[config.mk]
export PLATFORM = sky130hd
export DESIGN_NAME = skew_feeder_flat
export DESIGN_NICKNAME = d
export VERILOG_FILES = /design/src/rtl/skew_feeder_if.sv /design/src/rtl/skew_feeder.sv /design/src/flat_wrapper.sv
export SDC_FILE = /design/constraint.sdc
export NUM_CORES = 1
export LEC_CHECK = 0
export CAP_MARGIN = 10
export CORE_ASPECT_RATIO = 1.4
export CORE_MARGIN = 2
export CORE_UTILIZATION = 60
export CTS_CLUSTER_DIAMETER = 80
export DETAILED_ROUTE_END_ITERATION = 10
export PLACE_DENSITY = 0.84
export SYNTH_ARGS = -nofsm -noshare
export SYNTH_HDL_FRONTEND = slang
export SYNTH_SLANG_ARGS = --single-unit
export TNS_END_PERCENT = 5
[constraint.sdc]
create_clock -name clk -period 21.8 [get_ports clk]
set_input_delay 4.36 -clock clk [delete_from_list [all_inputs] [get_ports clk]]
set_output_delay 4.36 -clock clk [all_outputs]
set_load 0.01 [all_outputs]
[src/rtl/skew_feeder_if.sv]
// Stream-side bundle of the skew feeder: the operand input handshake and the
// registered vector/enable bus that feeds the skew register bank.
interface skew_feeder_if #(
    parameter int DATA_WIDTH = 16,
    parameter int N          = 16
);
    logic                    in_valid;
    logic                    in_ready;
    logic [DATA_WIDTH*N-1:0] in_data;
    logic                    array_ready;
    logic [DATA_WIDTH*N-1:0] out_data;
    logic                    out_en;
    logic                    out_last;

    // Environment side: produces operand vectors, consumes the skew-bank bus.
    modport master (
        output in_valid,
        output in_data,
        output array_ready,
        input  in_ready,
        input  out_data,
        input  out_en,
        input  out_last
    );

    // Feeder side.
    modport slave (
        input  in_valid,
        input  in_data,
        input  array_ready,
        output in_ready,
        output out_data,
        output out_en,
        output out_last
    );
endinterface

[src/rtl/skew_feeder.sv]
// Upstream stage of the systolic skew register bank. Buffers a burst of `len`
// N-lane vectors in a small FIFO, emits them one per advance with a registered
// enable, then injects N-1 zero vectors so every skew lane drains, and finally
// pulses done.
module skew_feeder #(
    parameter int DATA_WIDTH = 16,
    parameter int N          = 16,
    parameter int FIFO_DEPTH = 4,
    parameter int LEN_WIDTH  = 16
) (
    input  logic                 clk,
    input  logic                 rst,
    input  logic                 start,
    input  logic [LEN_WIDTH-1:0] len,
    skew_feeder_if.slave         bus,
    output logic                 busy,
    output logic                 done
);
    localparam int VEC_W = DATA_WIDTH * N;
    localparam int AW    = $clog2(FIFO_DEPTH);

    typedef enum logic [1:0] {
        IDLE,
        STREAM,
        FLUSH,
        DONE
    } state_t;

    // With a single lane there is nothing to drain, so the last data vector
    // goes straight to DONE.
    localparam state_t AFTER_DATA = (N > 1) ? FLUSH : DONE;
    localparam logic [LEN_WIDTH-1:0] FLUSH_LAST = LEN_WIDTH'((N > 1) ? N - 2 : 0);

    state_t state, state_next;

    logic [VEC_W-1:0] mem [FIFO_DEPTH];
    logic [AW:0]      wr_ptr, rd_ptr;
    logic             full, empty;
    logic             ready, push, pop, flush_emit, load;
    logic             last_vec, last_flush;

    logic [LEN_WIDTH-1:0] len_q, acc_cnt, emit_cnt, flush_cnt;

    logic [VEC_W-1:0] out_data_q;
    logic             out_en_q, out_last_q, done_q;

    assign empty = (wr_ptr == rd_ptr);
    assign full  = (wr_ptr[AW] != rd_ptr[AW]) && (wr_ptr[AW-1:0] == rd_ptr[AW-1:0]);

    // No same-cycle pop credit: a full FIFO never accepts.
    assign ready = (state == STREAM) && !full && (acc_cnt < len_q);
    assign push  = bus.in_valid && ready;

    assign last_vec   = (emit_cnt == len_q - LEN_WIDTH'(1));
    assign last_flush = (flush_cnt == FLUSH_LAST);

    assign bus.in_ready = ready;
    assign bus.out_data = out_data_q;
    assign bus.out_en   = out_en_q;
    assign bus.out_last = out_last_q;
    assign busy         = (state == STREAM) || (state == FLUSH);
    assign done         = done_q;

    // State register.
    always_ff @(posedge clk) begin
        if (rst) state <= IDLE;
        else     state <= state_next;
    end

    // Next-state and per-cycle pop/flush/load decisions.
    always_comb begin
        state_next = state;
        pop        = 1'b0;
        flush_emit = 1'b0;
        load       = 1'b0;
        case (state)
            IDLE: begin
                if (start) begin
                    load       = 1'b1;
                    state_next = (len == '0) ? DONE : STREAM;
                end
            end
            STREAM: begin
                if (!empty && bus.array_ready) begin
                    pop = 1'b1;
                    if (last_vec) state_next = AFTER_DATA;
                end
            end
            FLUSH: begin
                if (bus.array_ready) begin
                    flush_emit = 1'b1;
                    if (last_flush) state_next = DONE;
                end
            end
            DONE: begin
                state_next = IDLE;
            end
            default: begin
                state_next = IDLE;
            end
        endcase
    end

    // Burst length latch and accept/emit/flush counters.
    always_ff @(posedge clk) begin
        if (rst) begin
            len_q     <= '0;
            acc_cnt   <= '0;
            emit_cnt  <= '0;
            flush_cnt <= '0;
        end else begin
            if (load) begin
                len_q     <= len;
                acc_cnt   <= '0;
                emit_cnt  <= '0;
                flush_cnt <= '0;
            end
            if (push)       acc_cnt   <= acc_cnt + LEN_WIDTH'(1);
            if (pop)        emit_cnt  <= emit_cnt + LEN_WIDTH'(1);
            if (flush_emit) flush_cnt <= flush_cnt + LEN_WIDTH'(1);
        end
    end

    // FIFO pointers; the extra MSB tells full from empty and wraps naturally.
    always_ff @(posedge clk) begin
        if (rst) begin
            wr_ptr <= '0;
            rd_ptr <= '0;
        end else begin
            if (push) wr_ptr <= wr_ptr + 1'b1;
            if (pop)  rd_ptr <= rd_ptr + 1'b1;
        end
    end

    // FIFO storage; contents are don't-care while the pointers say empty.
    always_ff @(posedge clk) begin
        if (push) mem[wr_ptr[AW-1:0]] <= bus.in_data;
    end

    // Registered skew-bank bus and done pulse; out_data holds while idle.
    always_ff @(posedge clk) begin
        if (rst) begin
            out_data_q <= '0;
            out_en_q   <= 1'b0;
            out_last_q <= 1'b0;
            done_q     <= 1'b0;
        end else begin
            out_en_q   <= pop || flush_emit;
            out_last_q <= pop && last_vec;
            done_q     <= (state == DONE);
            if (pop)             out_data_q <= mem[rd_ptr[AW-1:0]];
            else if (flush_emit) out_data_q <= '0;
        end
    end
endmodule

[src/flat_wrapper.sv]
// flat-port wrapper written by rule: the top's interface ports become plain ports
module skew_feeder_flat 
#(
    parameter int DATA_WIDTH = 16,
    parameter int N          = 16,
    parameter int FIFO_DEPTH = 4,
    parameter int LEN_WIDTH  = 16
)
  (clk, rst, start, len, busy, done, bus_in_valid, bus_in_data, bus_array_ready, bus_in_ready, bus_out_data, bus_out_en, bus_out_last);
  skew_feeder_if #(.DATA_WIDTH(DATA_WIDTH), .N(N)) bus_i ();
  input  logic clk;
  input  logic rst;
  input  logic start;
  input  logic [LEN_WIDTH-1:0] len;
  output logic busy;
  output logic done;
  input wire logic [$bits(bus_i.in_valid)-1:0] bus_in_valid;
  input wire logic [$bits(bus_i.in_data)-1:0] bus_in_data;
  input wire logic [$bits(bus_i.array_ready)-1:0] bus_array_ready;
  output wire logic [$bits(bus_i.in_ready)-1:0] bus_in_ready;
  output wire logic [$bits(bus_i.out_data)-1:0] bus_out_data;
  output wire logic [$bits(bus_i.out_en)-1:0] bus_out_en;
  output wire logic [$bits(bus_i.out_last)-1:0] bus_out_last;
  assign bus_i.in_valid = bus_in_valid;
  assign bus_i.in_data = bus_in_data;
  assign bus_i.array_ready = bus_array_ready;
  assign bus_in_ready = bus_i.in_ready;
  assign bus_out_data = bus_i.out_data;
  assign bus_out_en = bus_i.out_en;
  assign bus_out_last = bus_i.out_last;
  skew_feeder #(.DATA_WIDTH(DATA_WIDTH), .N(N), .FIFO_DEPTH(FIFO_DEPTH), .LEN_WIDTH(LEN_WIDTH)) u_core (.clk(clk), .rst(rst), .start(start), .len(len), .bus(bus_i), .busy(busy), .done(done));
endmodule
Yosys cells after proc, flatten, opt, wreduce, memory -nomap -nowiden
Memory sizes are Yosys's and may differ from the RTL's. A register that Yosys moved wholly into a read port is not among the register bits.
Cells that the tools add are included.
Word-level totals
  register bits after elaboration: 331
  memory bits (writable): 1024
  logic and storage cells: 72
  memories: 1
Operators by class
  equal/unequal tests: 13
  reductions and logical operators: 17
  $add $sub $neg: 6
  muxes and demuxes: 23
  order comparisons: 1
Memories
  u_core.mem: depth 4, width 256, rd ports 1, clocked after memory_dff 1, wr ports 1, RTL line skew_feeder.sv:36  | logic [VEC_W-1:0] mem [FIFO_DEPTH];
Operators with widths (number)
  2-to-1 mux 256 bit: 2
  2-to-1 mux 16 bit: 4
  adder 16 x 1 -> 16 bit (second input constant): 3
  equality test 16 bit: 1
  equality test 16 x 4 -> 1 bit (second input constant): 1
  zero test 16 bit: 1
  less-than comparator 16 bit: 1
  2-to-1 mux 2 bit: 8
  subtractor 16 x 1 -> 16 bit (second input constant): 1
  2-to-1 mux 1 bit: 8
  one-hot mux 2 bit (4 select lines): 1
  nonzero test 2 bit: 4
  adder 3 x 1 -> 3 bit (second input constant): 2
  logical AND 1 bit: 6
  != test 2 bit (second input constant): 3
  AND reduction 5 bit: 1
  equality test 2 bit (second input constant): 2
  != test 2 x 1 -> 1 bit (second input constant): 2
  equality test 3 bit: 1
  equality test 2 x 1 -> 1 bit (second input constant): 1
  equality test 2 bit: 1
  zero test 1 bit: 2
  zero test 2 bit: 1
  logical OR 1 bit: 2
  != test 1 bit: 1

Longest topological paths before layout
Gate-level depths: netlist (run 1).
  word-level depth: 8
  gate-level depth with buffers: 11
  depth with buffers taken out: 9

Least setup slack after synthesis (run 1)
No wires, ideal clock.
  kind: input to register
  from: input bus_in_valid
  to: memory u_core.mem[0][0] (netlist bit), enable pin
  stages: 4
  setup time: 0.649 ns
  data arrival time: 10.743 ns
  setup slack: 10.408 ns
  required time: 21.151 ns
  path through: o211a_2 > buf_2 > buf_4 > and2_1
On the way
  word-level cells in the longest chain between the ends: 3
RTL lines
  from (decl): RTL line flat_wrapper.sv:17  | input wire logic [$bits(bus_i.in_valid)-1:0] bus_in_valid;
  logical AND 1 bit: RTL line skew_feeder.sv:52  | assign push = bus.in_valid && ready;
  2-to-1 mux 1 bit: RTL line skew_feeder.sv:137  | if (push) mem[wr_ptr[AW-1:0]] <= bus.in_data;
  2-to-1 mux 1 bit (implied by the code): RTL line skew_feeder.sv:137
  to (decl): RTL line skew_feeder.sv:36
No other way between the ends.

Worst setup path in the final report (run 1)
  from: input bus_in_valid
  to: memory u_core.mem[0][77] (netlist bit), enable pin
Same word-level chain as after synthesis.

==> results of run 1 <==
## power breakdown
group	switching (uW)	internal [uW]
logic	254	213
registers	47.3	2900
clock network	924	1210
total	1220	4330
## cell usage after synthesis, types with 2 or more instances
library cell and n:
a22o_1 175, a31oi_1 26, nor3_1 12, nor3b_1 3, and2_1 9, mux4_2 256
buf_1 16, o211ai_1 5, buf_4 2, o21bai_1 2, ha_1 30, xnor2_1 18
mux2_2 3, and3_1 18, a21oi_1 127, or2_2 3, a311oi_1 4, o22ai_1 2
o31a_1 2, o21ai_0 21, a21o_1 6, a22oi_1 5, nand3_1 103, dfxtp_1 333
nand3b_1 9, or3_1 6, nor4_4 2, edfxtp_1 1024, and4_1 3, buf_2 6
a41oi_1 4, nor4_1 9, clkbuf_1 134, inv_1 24, o21a_1 4, nor2_1 58
or3b_1 8, xor2_1 8, nor2b_1 3, nand4_1 7, a221oi_1 2, nand2_1 158
## layer usage
metal / GRT usage (%) / vias to the layer above / wire (um)
met5: 0 / - / 179
met4: 12.81 / 24 / 4867
met3: 6.819 / 259 / 10110
met2: 46.66 / 1412 / 61410
met1: 34.42 / 14111 / 42220
li1: - / 11808 / -
## cell type report
cell class	count	share of cell area (%)
Sequential cell	1357	62.43
Multi-Input combinational cell	1135	18.96
Timing Repair Buffer	563	9.384
Clock buffer	176	5.656
Tap cell	1071	2.235
Clock inverter	45	1.062
Inverter	25	0.1565
Antenna cell	28	0.1169
## through the flow
stage / worst slack, ps / utilization [%]
6_report: 13660 / 73.45
5_1_grt: 13390 / 73.44
4_1_cts: 13610 / 73.34
3_5_place_dp: 12910 / 68.40
3_3_place_gp: 12960 / 68.40
2_1_floorplan: 10410 / -
## logic make-up (layout without fill, tap and decap cells)
kind of cell	after synthesis	count (layout)
other	0	28
AOI/OAI and AO/OA	399	399
adders and majority gates	30	30
DFF	1357	1357
buffers and inverters	183	809
muxes	260	260
xor gates and xnor gates	26	26
and+or+nand+nor	420	420
## worst max-delay path, delay by kind of cell
kind            cells  cell delay [ps]
buf+inv             3             2350
simple gates        1              990
compound gates      1              660
## flip-flops by register name, indices dropped and copies added (netlist names), named ones only
name,count
u_core.mem,1024
u_core.bus.out_data,256
u_core.acc_cnt,16
u_core.emit_cnt,16
u_core.flush_cnt,16
u_core.len_q,16
u_core.rd_ptr,3
u_core.wr_ptr,3
u_core.state,2
u_core.bus.out_en,1
u_core.bus.out_last,1
u_core.done,1
## final timing paths
check | from | end | slack, ps | cells after the start
worst max-delay path | bus_in_valid | u_core.mem[0][77] | 13660 | 5
worst min-delay path | u_core.bus.out_data[39] | u_core.bus.out_data[39] | 470 | 2
worst max register to register | u_core.len_q[9] | u_core.mem[0][77] | 16120 | 10
worst min register to register | u_core.bus.out_data[39] | u_core.bus.out_data[39] | 470 | 2
==> metrics, run 1 <==
status finished, final reports clean; Least-Margin Pin Slew 1255 ps; worst-path cell chain clkdlybuf4s50_1 -> o211a_2 -> and2_4 -> buf_4 -> buf_4; Post-synth EDFFs 1024; Yosys Warn Count 0; DP Wirelength 67820 um; antenna violations before repair 36; RSZ-0062 raised after global routing no; Max Cap Viol 0; Synth Area in XOR/XNOR 0.4606%; RePlAce Congestion 0.8436; 1st-iter DRT viols 2226; crit path time final 8142 ps; Routed WL 118800 um; area fraction of the dominant cell type after synthesis 62.19%; crit path capture type flip-flop; post-synthesis compound-gate area fraction 5.815%; clk_lat worst skew 710 ps; die area 84750 um^2; Setup Fix Bufs, Post-CTS 0; die width 246.6 um; main area contributors after synthesis edfxtp_1, dfxtp_1, mux4_2; initial core utilization 60.59%; CTS Root Cell clkbuf_16; Power Density 92.58 nW/um^2; WHS 468.8 ps; Slew headroom 16.31%; simple-gate area share of the yosys netlist 4.120%; Mapped Area 49440 um^2; CTS tree yes; # port buffers 537; DRC 0; Avg WL per Cell 27.00 um; gr usage total 27.83%; design area 59950 um^2; site row count 124; leading cell type in the layout, fill and taps excluded edfxtp_1; total number of vias 27614; Setup-failing EPs final 0; Post-Syn Instances 2675; Placed Area 55820 um^2; register area 37420 um^2; Syn Nets 2982; multiplexer share of the synthesized area 11.75%; worst path arrival time 8460 ps; Clock Tree Buf Depth 3; # hold bufs at CTS 0; Post-Synth Adder-Cell Area 0.7592%; Final Non-Filler Cells 4400; num ports 538; Syn Area/Cell 18.48 um^2; Fill cells 4627; Via density 6.276; cell repeated most along the worst path buf_4; top_reg_cell synth edfxtp_1; CTS Sinks 1357; layout cells sized above 1 14.84%; largest net degree at the start of global routing 174; Synth Register Bits 1357; Worst Skew 32.62 ps; CTS clk-pin slew, worst paths 70 ps; Hold Vio Cnt, Final 0; critical path fanouts, max 65; Multi-input gate area 11360 um^2; number of global-route vias before repair 28573; Max Slew Vio Count 0; Area growth syn-to-layout 21.24%; post-route setup TNS 0 ps; first-pass GRT wire length 176000 um; CORE AREA 81610 um^2; die outline height 343.7 um; total CTS buffers 116; Pwr Total 5550 uW; H-Tree Level Count 3; ys async rst share 0%; Fmax achieved 122.8 MHz; Post-DRT Antenna Nets 0; total gr overflow 0; Worst Path Required 22110 ps; CP max-delay cell and2_4; critical path class in2reg; Yosys cell types 67; Final Cycle Share 37.35%; dpl cells 4150; Seq/Total Area, Yosys 75.68%; P_leak 0.01915 uW; largest family of logic cells by synthesized area multiplexers; crit start category input pin; cts repair resizes 0; worst min path class reg2reg; cell taking the most area after synthesis edfxtp_1; drt pass-1 iters 6; Final #Nets 3505; max incr delay on CP 990 ps; commonest cells after routing, fill and taps aside edfxtp_1, clkdlybuf4s50_1, dfxtp_1, mux4_2, a22o_1; worst vdd ir 0.1159 mV
Power figures use the tool's default switching activity.
==> run 2: changes to the inputs <==
--- a/config.mk
+++ b/config.mk
@@ -8,10 +8,10 @@
 export CAP_MARGIN = 10
 export CORE_ASPECT_RATIO = 1.4
 export CORE_MARGIN = 2
-export CORE_UTILIZATION = 60
+export CORE_UTILIZATION = 51
 export CTS_CLUSTER_DIAMETER = 80
 export DETAILED_ROUTE_END_ITERATION = 10
-export PLACE_DENSITY = 0.84
+export PLACE_DENSITY = 0.76
 export SYNTH_ARGS = -nofsm -noshare
 export SYNTH_HDL_FRONTEND = slang
 export SYNTH_SLANG_ARGS = --single-unit
==> constraint.sdc (replaced) <==
create_clock -name clk -period 7.3 [get_ports clk]
set_input_delay 1.46 -clock clk [delete_from_list [all_inputs] [get_ports clk]]
set_output_delay 1.46 -clock clk [all_outputs]
set_load 0.01 [all_outputs]
==> metrics, run 2 (same netlist as run 1, synthesis figures left out) <==
status finished, final reports clean; Util after Layout 62.59% (-11 points); CTS tree yes; post-route setup TNS 0 ps (unchanged); DP Wirelength 67070 um (-1.1%); number of global-route vias before repair 28440 (-0.47%); layout cells sized above 1 15.04% (+0.20 points); Top delay family on crit path compound AO/OA/AOI/OAI gates; die area 99490 um^2 (+17%); cts repair resizes 0 (unchanged); crit start category flip-flop; Fill cells 6616 (+43%); Slew headroom 21.29% (+5.0 points); RSZ-0062 raised after global routing no; Max Cap Viol 0 (unchanged); largest net degree at the start of global routing 153 (-12%); Clock Tree Buf Depth 3 (unchanged); Worst Skew 42.88 ps (+10.26 ps); total number of vias 26882 (-2.7%); gr usage total 22.79% (-5.0 points); total CTS buffers 118 (+1.7%); RePlAce Congestion 0.8453 (+0.20%); # hold bufs at CTS 0 (unchanged); worst path arrival time 3220 ps (-5240 ps); CORE AREA 96450 um^2 (+18%); r2r worst-path depth 9 (-1); worst-path cell chain inv_1 -> ha_1 -> a21o_1 -> a21o_1 -> a21o_1 -> a221oi_1 -> o21a_1 -> clkdlybuf4s50_1; worst vdd ir 0.2250 mV (+94%); Multi-input gate area 11360 um^2 (unchanged); critical path class reg2out; cell repeated most along the worst path a21o_1; P_leak 0.01919 uW (+0.20%); Hold Vio Cnt, Final 0 (unchanged); Final Cycle Share 64.07%; Setup-failing EPs final 0 (unchanged); Area growth syn-to-layout 22.10%; Least-Margin Pin Slew 1181 ps (-74.73 ps); Avg WL per Cell 24.75 um (-8.3%); HP Start u_core.bus.out_data[135]; CP max-delay cell clkdlybuf4s50_1; num ports 538 (unchanged); worst min path class reg2reg; total gr overflow 0 (unchanged); crit path time final 4677 ps; fin worst setup slack 2623 ps (-11040 ps); 1st-iter DRT viols 2106 (-5.4%); site row count 135 (+8.9%); Routed WL 114400 um (-3.7%); Setup Fix Bufs, Post-CTS 0 (unchanged); first-pass GRT wire length 170700 um (-3.0%); commonest cells after routing, fill and taps aside edfxtp_1, clkdlybuf4s50_1, dfxtp_1, mux4_2, a22o_1; Worst Path Required 5840 ps (-16270 ps); crit path capture type output pin; Via density 5.815 (-7.3%); die outline height 372.4 um (+8.4%); CTS clk-pin slew, worst paths 70 ps (about the same); critical path fanouts, max 5 (-92%); Worst Hold End u_core.bus.out_data[135]; H-Tree Level Count 3 (unchanged); Final #Nets 3505 (unchanged); CTS Sinks 1357 (unchanged); register area 37420 um^2 (unchanged); Critical R2R Capture u_core.mem[1][23]; r2r startpoint u_core.len_q[9]; initial core utilization 51.26% (-9.3 points); leading cell type in the layout, fill and taps excluded edfxtp_1; Max Slew Vio Count 0 (unchanged); Placement Setup Slack 2646 ps (-10260 ps); DRC 0 (unchanged); max FFs per register 1024 (unchanged); antenna violations before repair 32 (-11%); die width 267.2 um (+8.3%); Power Density 276.2 nW/um^2 (+200%); reg2reg setup slack 2910 ps (-13210 ps); CTS Root Cell clkbuf_16; crit path buf inv count 2 (-1); Post-DRT Antenna Nets 0 (unchanged); drt pass-1 iters 6 (unchanged); worst hold stages 2 (unchanged); # port buffers 537 (unchanged); clk_lat worst skew 740 ps (+30 ps); max incr delay on CP 560 ps (-430 ps); Fmax achieved 213.8 MHz
[run 2: cell type report]
cell class              count  area share, %
clock inverters            65          1.360
well taps                1301          2.696
repair buffers            561          9.468
clock buffers             161          5.428
inverters                  25         0.1554
flip-flops and latches   1357          61.99
multi-input cells        1135          18.83
diodes                     18        0.07461
[run 2: report_power, final]
| group | internal, uW | switching, uW | total (uW) |
|---|---|---|---|
| logic | 640 | 746 | 1390 |
| clock network | 3680 | 2820 | 6500 |
| registers | 8650 | 133 | 8790 |
| total | 13000 | 3700 | 16700 |
[run 2: worst max-delay path by stage]
stage	startpoint	to	slack [ps]	cells past startpoint
after detailed placement	bus_in_valid	u_core.mem[1][104]	2650	4
after CTS	u_core.len_q[9]	bus_in_ready	2600	8
after global routing	u_core.len_q[9]	bus_in_ready	2510	8
after floorplan	u_core.len_q[9]	u_core.mem[2][0]	-1350	10
after global placement	bus_in_valid	u_core.mem[1][119]	2680	4
final	u_core.len_q[9]	bus_in_ready	2620	8
[run 2: per-layer routing]
layer	part of all wire [%]	vias to the layer above	track usage, %
met2	50	1037	37.22
met1	38	13778	27.75
met4	3.8	36	10.44
met5	0.21	-	0
li1	-	11793	-
met3	8.9	238	7.274
[run 2: tightest hold or removal path, delay by kind of cell (launching register included)]
family	cells	cell delay [ps]
AND/OR/NAND/NOR	1	60
AO/OA/AOI/OAI	1	60
flip-flops	1	310
[run 2: through the flow]
stage / hold slack [ps] / power (uW) / area (um^2) / instances
finish: 465.4 / 16670 / 60370 / 4623
global route: 484.5 / 17210 / 60360 / 4619
CTS: 467.5 / 16810 / 60320 / 4605
detailed placement: 458.4 / 10340 / 56230 / 4379
global placement: 454.5 / 10270 / 56230 / 4379
floorplan: 442.9 / 9774 / 49440 / 2675
